File: config.mk
export PLATFORM = sky130hd
export DESIGN_NAME = pwm_capture_flat
export DESIGN_NICKNAME = d
export VERILOG_FILES = /design/src/rtl/pwm_capture_if.sv /design/src/rtl/pwm_capture.sv /design/src/flat_wrapper.sv
export SDC_FILE = /design/constraint.sdc
export NUM_CORES = 1
export LEC_CHECK = 0
export BUFFER_PORTS_ARGS = -buffer_cell sky130_fd_sc_hd__buf_2
export CAP_MARGIN = 20
export CORE_UTILIZATION = 60
export CTS_CLUSTER_DIAMETER = 30
export CTS_CLUSTER_SIZE = 16
export DETAILED_ROUTE_END_ITERATION = 10
export PLACE_DENSITY = 0.82
export RECOVER_POWER = 100
export SETUP_SLACK_MARGIN = 0.3
export SYNTH_ARGS = -nofsm -noshare
export SYNTH_HDL_FRONTEND = slang
export SYNTH_SLANG_ARGS = --single-unit
File: constraint.sdc
create_clock -name clk -period 3.6 [get_ports clk]
set_input_delay 0.18 -clock clk [delete_from_list [all_inputs] [get_ports clk]]
set_output_delay 0.18 -clock clk [all_outputs]
set_load 0.1 [all_outputs]
File: src/rtl/pwm_capture_if.sv
// Signal bundle between a PWM source/consumer and the pwm_capture block.
// The master side drives the PWM and enable and reads back the measurements.
interface pwm_capture_if #(
    parameter int CNT_BITS = 16
);
    logic                enable;
    logic                pwm_in;
    logic [CNT_BITS-1:0] high_time;
    logic [CNT_BITS-1:0] period;
    logic                valid;
    logic                stalled;
    logic                stall_level;

    modport master (
        output enable,
        output pwm_in,
        input  high_time,
        input  period,
        input  valid,
        input  stalled,
        input  stall_level
    );

    modport slave (
        input  enable,
        input  pwm_in,
        output high_time,
        output period,
        output valid,
        output stalled,
        output stall_level
    );
endinterface

File: src/rtl/pwm_capture.sv
// PWM capture: measures high time and rise-to-rise period of an asynchronous
// PWM input in clk cycles, posting one strobed result per period plus stall detection.
module pwm_capture #(
    parameter int CNT_BITS = 16,
    parameter int TIMEOUT  = 65535
) (
    input  logic         clk,
    input  logic         reset,
    pwm_capture_if.slave cap_io
);

    if (TIMEOUT < 2 || TIMEOUT > (2 ** CNT_BITS) - 1) begin : g_bad_timeout
        $error("pwm_capture: TIMEOUT must lie in [2, 2**CNT_BITS-1]");
    end

    localparam logic [CNT_BITS-1:0] TIMEOUT_C = CNT_BITS'(TIMEOUT);
    localparam logic [CNT_BITS-1:0] CNT_MAX   = '1;

    typedef enum logic [1:0] {
        ST_IDLE,
        ST_HIGH,
        ST_LOW
    } state_e;

    state_e              state_q, state_d;
    logic                s1_q, s2_q, s3_q;
    logic [CNT_BITS-1:0] cnt_q, cnt_d;
    logic [CNT_BITS-1:0] hi_lat_q, hi_lat_d;
    logic [CNT_BITS-1:0] high_time_q, high_time_d;
    logic [CNT_BITS-1:0] period_q, period_d;
    logic                valid_q, valid_d;
    logic                stalled_q, stalled_d;
    logic                stall_level_q, stall_level_d;

    logic rise;
    logic fall;
    logic timeout;

    // s1/s2 form the metastability guard; s3 only serves edge detection.
    // NOTE: sequential state uses non-blocking assignments so every flop samples pre-edge values.
    always_ff @(posedge clk or posedge reset) begin
        if (reset) begin
            s1_q <= 1'b0;
            s2_q <= 1'b0;
            s3_q <= 1'b0;
        end else begin
            s1_q <= cap_io.pwm_in;
            s2_q <= s1_q;
            s3_q <= s2_q;
        end
    end

    assign rise    = s2_q & ~s3_q;
    assign fall    = ~s2_q & s3_q;
    assign timeout = (cnt_q == TIMEOUT_C) && !rise && !fall;

    // Cycle counter restarts at 1 on each rise so that its value at the next rise equals the period.
    always_comb begin
        cnt_d = cnt_q;
        if (rise) begin
            cnt_d = {{(CNT_BITS-1){1'b0}}, 1'b1};
        end else if (cnt_q != CNT_MAX) begin
            cnt_d = cnt_q + 1'b1;
        end
    end

    // NOTE: every always_comb output gets a default first, so no path can infer a latch.
    always_comb begin
        state_d       = state_q;
        hi_lat_d      = hi_lat_q;
        high_time_d   = high_time_q;
        period_d      = period_q;
        valid_d       = 1'b0;
        stalled_d     = stalled_q;
        stall_level_d = stall_level_q;

        if (!cap_io.enable) begin
            state_d   = ST_IDLE;
            stalled_d = 1'b0;
        end else begin
            unique case (state_q)
                ST_IDLE: begin
                    if (rise) begin
                        state_d   = ST_HIGH;
                        stalled_d = 1'b0;
                    end
                end
                ST_HIGH: begin
                    if (fall) begin
                        state_d  = ST_LOW;
                        hi_lat_d = cnt_q;
                    end
                end
                ST_LOW: begin
                    if (rise) begin
                        state_d     = ST_HIGH;
                        period_d    = cnt_q;
                        high_time_d = hi_lat_q;
                        valid_d     = 1'b1;
                    end
                end
                default: state_d = ST_IDLE;
            endcase

            // A stuck input posts a zero measurement once, then waits in IDLE for a rise.
            if (state_q != ST_IDLE && timeout) begin
                state_d       = ST_IDLE;
                stalled_d     = 1'b1;
                stall_level_d = s2_q;
                period_d      = '0;
                high_time_d   = '0;
                valid_d       = 1'b1;
            end
        end
    end

    always_ff @(posedge clk or posedge reset) begin
        if (reset) begin
            state_q       <= ST_IDLE;
            cnt_q         <= '0;
            hi_lat_q      <= '0;
            high_time_q   <= '0;
            period_q      <= '0;
            valid_q       <= 1'b0;
            stalled_q     <= 1'b0;
            stall_level_q <= 1'b0;
        end else begin
            state_q       <= state_d;
            cnt_q         <= cnt_d;
            hi_lat_q      <= hi_lat_d;
            high_time_q   <= high_time_d;
            period_q      <= period_d;
            valid_q       <= valid_d;
            stalled_q     <= stalled_d;
            stall_level_q <= stall_level_d;
        end
    end

    assign cap_io.high_time   = high_time_q;
    assign cap_io.period      = period_q;
    assign cap_io.valid       = valid_q;
    assign cap_io.stalled     = stalled_q;
    assign cap_io.stall_level = stall_level_q;

endmodule

File: src/flat_wrapper.sv
// flat-port wrapper written by rule: the top's interface ports become plain ports
module pwm_capture_flat 
#(
    parameter int CNT_BITS = 16,
    parameter int TIMEOUT  = 65535
)
  (clk, reset, cap_io_enable, cap_io_pwm_in, cap_io_high_time, cap_io_period, cap_io_valid, cap_io_stalled, cap_io_stall_level);
  pwm_capture_if #(.CNT_BITS(CNT_BITS)) cap_io_i ();
  input  logic clk;
  input  logic reset;
  input wire logic [$bits(cap_io_i.enable)-1:0] cap_io_enable;
  input wire logic [$bits(cap_io_i.pwm_in)-1:0] cap_io_pwm_in;
  output wire logic [$bits(cap_io_i.high_time)-1:0] cap_io_high_time;
  output wire logic [$bits(cap_io_i.period)-1:0] cap_io_period;
  output wire logic [$bits(cap_io_i.valid)-1:0] cap_io_valid;
  output wire logic [$bits(cap_io_i.stalled)-1:0] cap_io_stalled;
  output wire logic [$bits(cap_io_i.stall_level)-1:0] cap_io_stall_level;
  assign cap_io_i.enable = cap_io_enable;
  assign cap_io_i.pwm_in = cap_io_pwm_in;
  assign cap_io_high_time = cap_io_i.high_time;
  assign cap_io_period = cap_io_i.period;
  assign cap_io_valid = cap_io_i.valid;
  assign cap_io_stalled = cap_io_i.stalled;
  assign cap_io_stall_level = cap_io_i.stall_level;
  pwm_capture #(.CNT_BITS(CNT_BITS), .TIMEOUT(TIMEOUT)) u_core (.clk(clk), .reset(reset), .cap_io(cap_io_i));
endmodule
==> out/qor.yml, run 1 <==
outcome: "finished, final reports clean"
insertion_delay_ns: 0.35
p_leak_nw: 1.59
cts_tree: "yes"
total_of_max_cap_violations: 0
final_period_minus_worst_setup_slack_ns: 2.65
gr-usage-all-layers_pct: 25.7
placed_cells_incl_taps: 324
synth-edff-count: 0
clock_root_cell: "sky130_fd_sc_hd__clkbuf_8"
syn-cell-area_um2: 2970
ant_nets: 0
crit_required_ns: 3.82
horizontal_extent_of_the_die_um: 72.3
gp_congestion: 0.913
critical_path.reg2reg.endpoint: "u_core.cap_io.period[9]"
design.die.area_um2: 5230
finish.net_count: 276
placed_area_um2: 3190
cts_resized: 0
mostFrequentLayoutCell: "sky130_fd_sc_hd__dfrtp_1"
vdd_ir_drop_max_v: 0.000409
worst_clock_skew_ns: 0.0105
syn-instance-count: 230
detailedRoute.firstIterationViolations: 137
wire_per_inst_um: 17.3
fin_crit_sh_pct: 73.5
ys_seq_elements: 72
final_util_pct: 71.6
critical_path_arrival_ns: 2.87
r2r.worst_path.cells: 6
clkSinkCount: 72
fillerInstances: 348
crit_path_start: "u_core.cnt_q[0]"
finalHoldViolations: 0
number_of_antenna_cells_inserted: 0
area_delta_synth_final_pct: 14.6
path_clk_slew_ns: 0.07
htree_num_levels: 3
layout.cell_area.non_filler_um2: 3400
first_global_vias: 1955
setup_viol_count_final: 0
setup_slack_on_the_worst_flop_to_flop_path_ns: 0.95
min-delay-path-class: "in2reg"
critical_path.endpoint_type: "flip-flop"
grt_start_max_net_pins: 49
fmax_ghz: 0.378
grt_antenna_before_repair: 0
place_hpwl_um: 3810
firstDrtPassIters: 4
buffer_ports.inserted: 38
min_path_cells: 2
rsz0062_at_grt: "no"
synthesis.area_per_instance_um2: 12.9
grt_pass1_wl_um: 9850
place_worst_setup_slack_ns: 1.31
cts_max_path_buffers: 2
yosysUniqueCellTypes: 42
post_route_cells_drive_above_1_share_pct: 15.2
critical_path.reg2reg.startpoint: "u_core.cnt_q[0]"
cts_made_buffers: 9
slew_violations: 0
layout_setup_ws_ns: 0.953
async_flop_share_pct: 100
power.density_cell_area_nw_per_um2: 543
yosysWarningCount: 0
routed-via-count: 2092
post_drt_via_cell_ratio: 6.10
die_y_um: 72.3
worst_hold_path.endpoint: "u_core.state_q[0]"
pin_count: 39
final_cell_mix: "sky130_fd_sc_hd__dfrtp_1, sky130_fd_sc_hd__clkbuf_1, sky130_fd_sc_hd__a22o_1, sky130_fd_sc_hd__mux2_2, sky130_fd_sc_hd__nand2_1"
min_from: "cap_io_enable"
row_count: 25
initial_standard_cell_utilization_of_the_core_pct: 62.4
critical_path.max_fanout: 33
totalNegativeSetupSlack_ns: 0
transition_at_the_pin_with_the_smallest_max_transition_slack_ns: 1.35
overflow: 0
crit_type: "reg2reg"
final_wirelength_um: 5940
critical_path_start_type: "flip-flop"
route.detailed.drc: 0
instances_no_fill: 343
ys_seq_area_share_pct: 60.7
core_area_um2: 4750
slew_headroom_pct: 10.0
synthesized_nets: 235
postSynth.topFlopCell: "sky130_fd_sc_hd__dfrtp_1"
-- routing by layer --
layer | part of all wire (%) | vias to the layer above | track usage (%) | wire length, um
li1 | - | 957 | - | -
met2 | 48 | 72 | 38.2 | 2840
met4 | 3.1 | 0 | 15.0 | 183
met3 | 4.9 | 18 | 4.72 | 291
met5 | 0 | - | 0 | 0
met1 | 44 | 1045 | 35.6 | 2630
-- critical path, cell delays in order (launching register included) --
cell and delay (ns):
sky130_fd_sc_hd__dfrtp_1 0.48, sky130_fd_sc_hd__ha_1 0.23, sky130_fd_sc_hd__nand3_1 0.30, sky130_fd_sc_hd__nor4_4 0.36, sky130_fd_sc_hd__clkbuf_1 0.41, sky130_fd_sc_hd__a31oi_4 0.41
sky130_fd_sc_hd__a22o_1 0.32
-- final cells by class --
class | count | area [um2] | share of cell area (%)
Clock buffer | 11 | 141 | 4.15
Multi-Input combinational cell | 138 | 1040 | 30.7
Tap cell | 67 | 83.8 | 2.46
Sequential cell | 72 | 1800 | 52.9
Timing Repair Buffer | 45 | 209 | 6.14
Inverter | 5 | 18.8 | 0.551
Clock inverter | 5 | 104 | 3.05
-- what timing repair did --
| action | CTS | global route |
|---|---|---|
| buffers inserted | 0 | 0 |
| hold buffers | 1 | 1 |
| endpoints found under the hold margin | 1 | 47 |
-- worst max-delay path by stage --
stage / cells past startpoint / end
finish: 6 / u_core.cap_io.period[9]
floorplan: 1 / u_core.cap_io.high_time[0]
global route: 6 / u_core.cap_io.period[9]
CTS: 5 / u_core.cap_io.period[9]
global placement: 5 / u_core.cap_io.period[10]
detailed placement: 5 / u_core.cap_io.period[10]
-- report_power, final --
group | switching, mW | total [mW] | internal [mW]
Combinational | 0.121 | 0.172 | 0.0519
Sequential | 0.0536 | 0.912 | 0.858
Clock | 0.285 | 0.765 | 0.479
-- cell usage after synthesis, drive strengths merged, types with 4 or more instances --
master | n | area [um2]
dfrtp | 72 | 1800
a22o | 32 | 280
mux2 | 15 | 169
nand2 | 12 | 45.0
buf | 9 | 63.8
nor2 | 8 | 30.0
o21ai | 7 | 35.0
a31oi | 6 | 52.6
clkbuf | 6 | 22.5
nand4 | 6 | 43.8
a21oi | 5 | 25.0
inv | 5 | 18.8
nand3 | 5 | 30.0
or4 | 4 | 31.3
-- stage by stage --
step,hold WS [ns],power (mW)
global placement,0.290,1.09
finish,0.125,1.85
global route,0.123,1.92
CTS,0.0770,1.86
detailed placement,0.290,1.10
floorplan,0.211,1.06
-- cell families (layout without fill, tap and decap cells) --
group | count (synthesis) | count (layout) | synth area share [%]
flip-flops | 72 | 72 | 60.7
XOR/XNOR | 3 | 3 | 0.885
AND/OR/NAND/NOR | 52 | 52 | 10.7
adder cells (fa/ha/maj) | 1 | 1 | 0.421
buffers and inverters | 20 | 66 | 3.54
AO/OA/AOI/OAI | 67 | 67 | 18.0
multiplexers | 15 | 15 | 5.69
-- sequential cells by signal, summed over array words and instances, names as in the netlist, 2 cells and up --
| name | flops |
|---|---|
| u_core.cap_io.high_time | 16 |
| u_core.cap_io.period | 16 |
| u_core.cnt_q | 16 |
| u_core.hi_lat_q | 16 |
| u_core.state_q | 2 |
No activity file was read; power rests on OpenSTA's default activity.
==> run 2, diff against run 1 <==
Settings changed: ABC_AREA set to 1, CORE_UTILIZATION 60 to 52, PLACE_DENSITY 0.82 to 0.76.
Clock period 3.6 ns to 2.3 ns, I/O delays scaled along.
==> run 2 against run 1 <==
Net effect: combinational power rose to 2.5 times the previous value; sequential share of layout area shrank 1.6 points; critical path depth up 3; cell count up 32%; die area grew 22%; critical endpoint unchanged; largest cell class unchanged; highest routed layer unchanged.
==> out/qor.yml, run 2 <==
grt_pass1_wl_um: 10600  # was 9850 um
clock_root_cell: "sky130_fd_sc_hd__clkbuf_8"  # unchanged
area_delta_synth_final_pct: 11.5  # was 14.6%
worst_hold_path.endpoint: "u_core.cap_io.stalled"  # was u_core.state_q[0]
gp_congestion: 0.860  # was 0.913
syn-cell-area_um2: 3150  # was 2970 um2
crit_chain: "ha_1 -> nand2_1 -> nor2_1 -> nand2_1 -> nor2_8 -> nand4_1 -> buf_6 -> nand3_1 -> o21ai_0"  # was ha_1 -> nand3_1 -> nor4_4 -> clkbuf_1 -> a31oi_4 -> a22o_1
synth.cells.most_frequent: "sky130_fd_sc_hd__dfrtp_1, sky130_fd_sc_hd__inv_1, sky130_fd_sc_hd__nand2_1, sky130_fd_sc_hd__o21ai_0, sky130_fd_sc_hd__nand3_1"  # was sky130_fd_sc_hd__dfrtp_1, sky130_fd_sc_hd__a22o_1, sky130_fd_sc_hd__mux2_2, sky130_fd_sc_hd__nand2_1, sky130_fd_sc_hd__nor2_1
layout_setup_ws_ns: 0.470  # was 0.953 ns
transition_at_the_pin_with_the_smallest_max_transition_slack_ns: 1.19  # was 1.35 ns
synthesized_nets: 341  # was 235
row_count: 27  # was 25
post_route_cells_drive_above_1_share_pct: 7.89  # was 15.2%
critical_path.reg2reg.endpoint: "u_core.cap_io.period[9]"  # unchanged
outcome: "finished, final reports clean"  # unchanged
totalNegativeSetupSlack_ns: 0  # unchanged
grt_start_max_net_pins: 73  # was 49
grt_antenna_before_repair: 0  # unchanged
number_of_antenna_cells_inserted: 0  # unchanged
min-delay-path-class: "in2reg"  # unchanged
setup_viol_count_final: 0  # unchanged
route.detailed.drc: 0  # unchanged
ys_seq_area_share_pct: 57.2  # was 60.7%
slew_headroom_pct: 20.9  # was 10.0%
hold_ws_ns: 0.0940  # was 0.125 ns
placed_area_um2: 3400  # was 3190 um2
crit_slowest_cell: "sky130_fd_sc_hd__dfrtp_1"  # unchanged
crit_type: "reg2reg"  # unchanged
fmax_ghz: 0.546  # was 0.378 GHz
yosysUniqueCellTypes: 26  # was 42
layout.cell_area.non_filler_um2: 3510  # was 3400 um2
wire_per_inst_um: 13.8  # was 17.3 um
place_worst_setup_slack_ns: 0.489  # was 1.31 ns
postSynth.topFlopCell: "sky130_fd_sc_hd__dfrtp_1"  # unchanged
async_flop_share_pct: 100  # unchanged
syn-instance-count: 336  # was 230
p_leak_nw: 1.61  # was 1.59 nW
vdd_ir_drop_max_v: 0.000689  # was 0.000409 V
overflow: 0  # unchanged
most_used_cell_cp: "sky130_fd_sc_hd__nand2_1"
yosys.area.top_type: "sky130_fd_sc_hd__dfrtp_1"  # unchanged
finalHoldViolations: 0  # unchanged
horizontal_extent_of_the_die_um: 79.8  # was 72.3 um
post_cts_buffers: 0  # unchanged
critical_path.endpoint_type: "flip-flop"  # unchanged
firstDrtPassIters: 4  # unchanged
ant_nets: 0  # unchanged
setup_slack_on_the_worst_flop_to_flop_path_ns: 0.47  # was 0.95 ns
initial_standard_cell_utilization_of_the_core_pct: 55.5  # was 62.4%
die_y_um: 79.8  # was 72.3 um
post-synth-top-count-cell: "sky130_fd_sc_hd__dfrtp_1"  # unchanged
synth-edff-count: 0  # unchanged
yosysWarningCount: 0  # unchanged
first_global_vias: 2251  # was 1955
final_period_minus_worst_setup_slack_ns: 1.83  # was 2.65 ns
design.die.area_um2: 6370  # was 5230 um2
cts_made_buffers: 9  # unchanged
final_wirelength_um: 6230  # was 5940 um
r2r.worst_path.cells: 9  # was 6
finish.net_count: 381  # was 276
detailedRoute.firstIterationViolations: 139  # was 137
gr-usage-all-layers_pct: 22.5  # was 25.7%
place_hpwl_um: 4190  # was 3810 um
post-synth-top-area-fraction_pct: 57.2  # was 60.7%
min_path_cells: 3  # was 2
insertion_delay_ns: 0.34  # was 0.35 ns
cts_tree: "yes"  # unchanged
min_from: "cap_io_enable"  # unchanged
path_clk_slew_ns: 0.07  # about the same
post_drt_via_cell_ratio: 5.26  # was 6.10
fin_crit_sh_pct: 79.6  # was 73.5%
synthesis.area_per_instance_um2: 9.37  # was 12.9 um2
ys_seq_elements: 72  # unchanged
netlist_top_cells_area: "sky130_fd_sc_hd__dfrtp_1, sky130_fd_sc_hd__inv_1, sky130_fd_sc_hd__nand2_1"  # was sky130_fd_sc_hd__dfrtp_1, sky130_fd_sc_hd__a22o_1, sky130_fd_sc_hd__mux2_2
buffer_ports.inserted: 38  # unchanged
critical_path_start_type: "flip-flop"  # unchanged
crit_family: "simple AND/OR/NAND/NOR gates"  # was compound AO/OA/AOI/OAI gates
total_of_max_cap_violations: 0  # unchanged
pin_count: 39  # unchanged
critical-path-max-stage-delay_ns: 0.42  # was 0.48 ns
critical_path.reg2reg.startpoint: "u_core.cnt_q[0]"  # unchanged
core_area_um2: 5680  # was 4750 um2
clkSinkCount: 72  # unchanged
cts_max_path_buffers: 2  # unchanged
worst_clock_skew_ns: 0.00970  # was 0.0105 ns
slew_violations: 0  # unchanged
crit_required_ns: 2.51  # was 3.82 ns
mostFrequentLayoutCell: "sky130_fd_sc_hd__dfrtp_1"  # unchanged
crit_buf_inv: 1  # unchanged
htree_num_levels: 3  # unchanged
critical_path_arrival_ns: 2.04  # was 2.87 ns
final_cell_mix: "sky130_fd_sc_hd__dfrtp_1, sky130_fd_sc_hd__inv_1, sky130_fd_sc_hd__nand2_1, sky130_fd_sc_hd__o21ai_0, sky130_fd_sc_hd__nand3_1"  # was sky130_fd_sc_hd__dfrtp_1, sky130_fd_sc_hd__clkbuf_1, sky130_fd_sc_hd__a22o_1, sky130_fd_sc_hd__mux2_2, sky130_fd_sc_hd__nand2_1
rsz0062_at_grt: "no"  # unchanged
critical_path.max_fanout: 35  # was 33
power.density_cell_area_nw_per_um2: 838  # was 543 nW/um2
routed-via-count: 2376  # was 2092
## run 2: where the power goes
part           switching, mW  total [mW]  internal (mW)
Clock                  0.452        1.09          0.634
Combinational          0.344       0.432         0.0878
Sequential            0.0635        1.43           1.36
## run 2: how the worst max path moves through the flow
stage	start	endpoint	slack, ns	cells after the start
final	u_core.cnt_q[0]	u_core.cap_io.period[9]	0.47	9
after global routing	u_core.cnt_q[0]	u_core.cap_io.high_time[9]	0.26	9
after CTS	u_core.cnt_q[0]	u_core.cap_io.high_time[7]	0.49	9
after detailed placement	u_core.cnt_q[0]	u_core.cap_io.high_time[6]	0.49	9
after global placement	u_core.cnt_q[0]	u_core.cap_io.high_time[9]	0.57	9
after floorplan	reset	u_core.cap_io.high_time[0]	0.36	1
## run 2: per-layer routing
| metal | vias to the layer above | track usage [%] | share of wire (%) |
|---|---|---|---|
| li1 | 1180 | - | - |
| met1 | 1122 | 29.8 | 46 |
| met2 | 60 | 33.7 | 47 |
| met3 | 14 | 6.63 | 4.1 |
| met4 | 0 | 10.7 | 2.5 |
| met5 | - | 0 | 0 |
## run 2: logic make-up after synthesis
family / Yosys count / share of synthesized area [%]
simple gates: 127 / 21.6
compound gates: 69 / 11.4
flops: 72 / 57.2
buf+inv: 64 / 8.55
xor+xnor: 3 / 0.835
fa+ha+maj: 1 / 0.397
## run 2: worst reg2reg max path: cells and delay by family, from the launching register on
| kind | cells | cell delay, ns |
|---|---|---|
| AND/OR/NAND/NOR | 6 | 0.79 |
| flip-flops | 1 | 0.42 |
| buffers and inverters | 1 | 0.22 |
| adder cells (fa/ha/maj) | 1 | 0.19 |
| AO/OA/AOI/OAI | 1 | 0.09 |
## run 2: per-stage QoR
step | power (mW) | cells | utilization (%)
after floorplan | 1.80 | 336 | -
after global placement | 1.89 | 435 | 59.9
after detailed placement | 1.90 | 435 | 59.9
after CTS | 3.00 | 452 | 64.1
after global routing | 3.08 | 452 | 61.9
final | 2.94 | 452 | 61.9
## run 2: final cells by class
class                      count  area (um2)
inverter                      49         184
timing repair buffer          44         221
clock inverter                 5        81.3
fill                         519        2160
clock buffer                  10         138
multi-input combinational    200         995
tap                           72        90.1
sequential                    72        1800
## run 2: what timing repair did
item,in CTS,in global routing
resized for setup,0,1
hold buffers,2,0
endpoints found under the hold margin,73,0
endpoints found under the setup margin,0,1
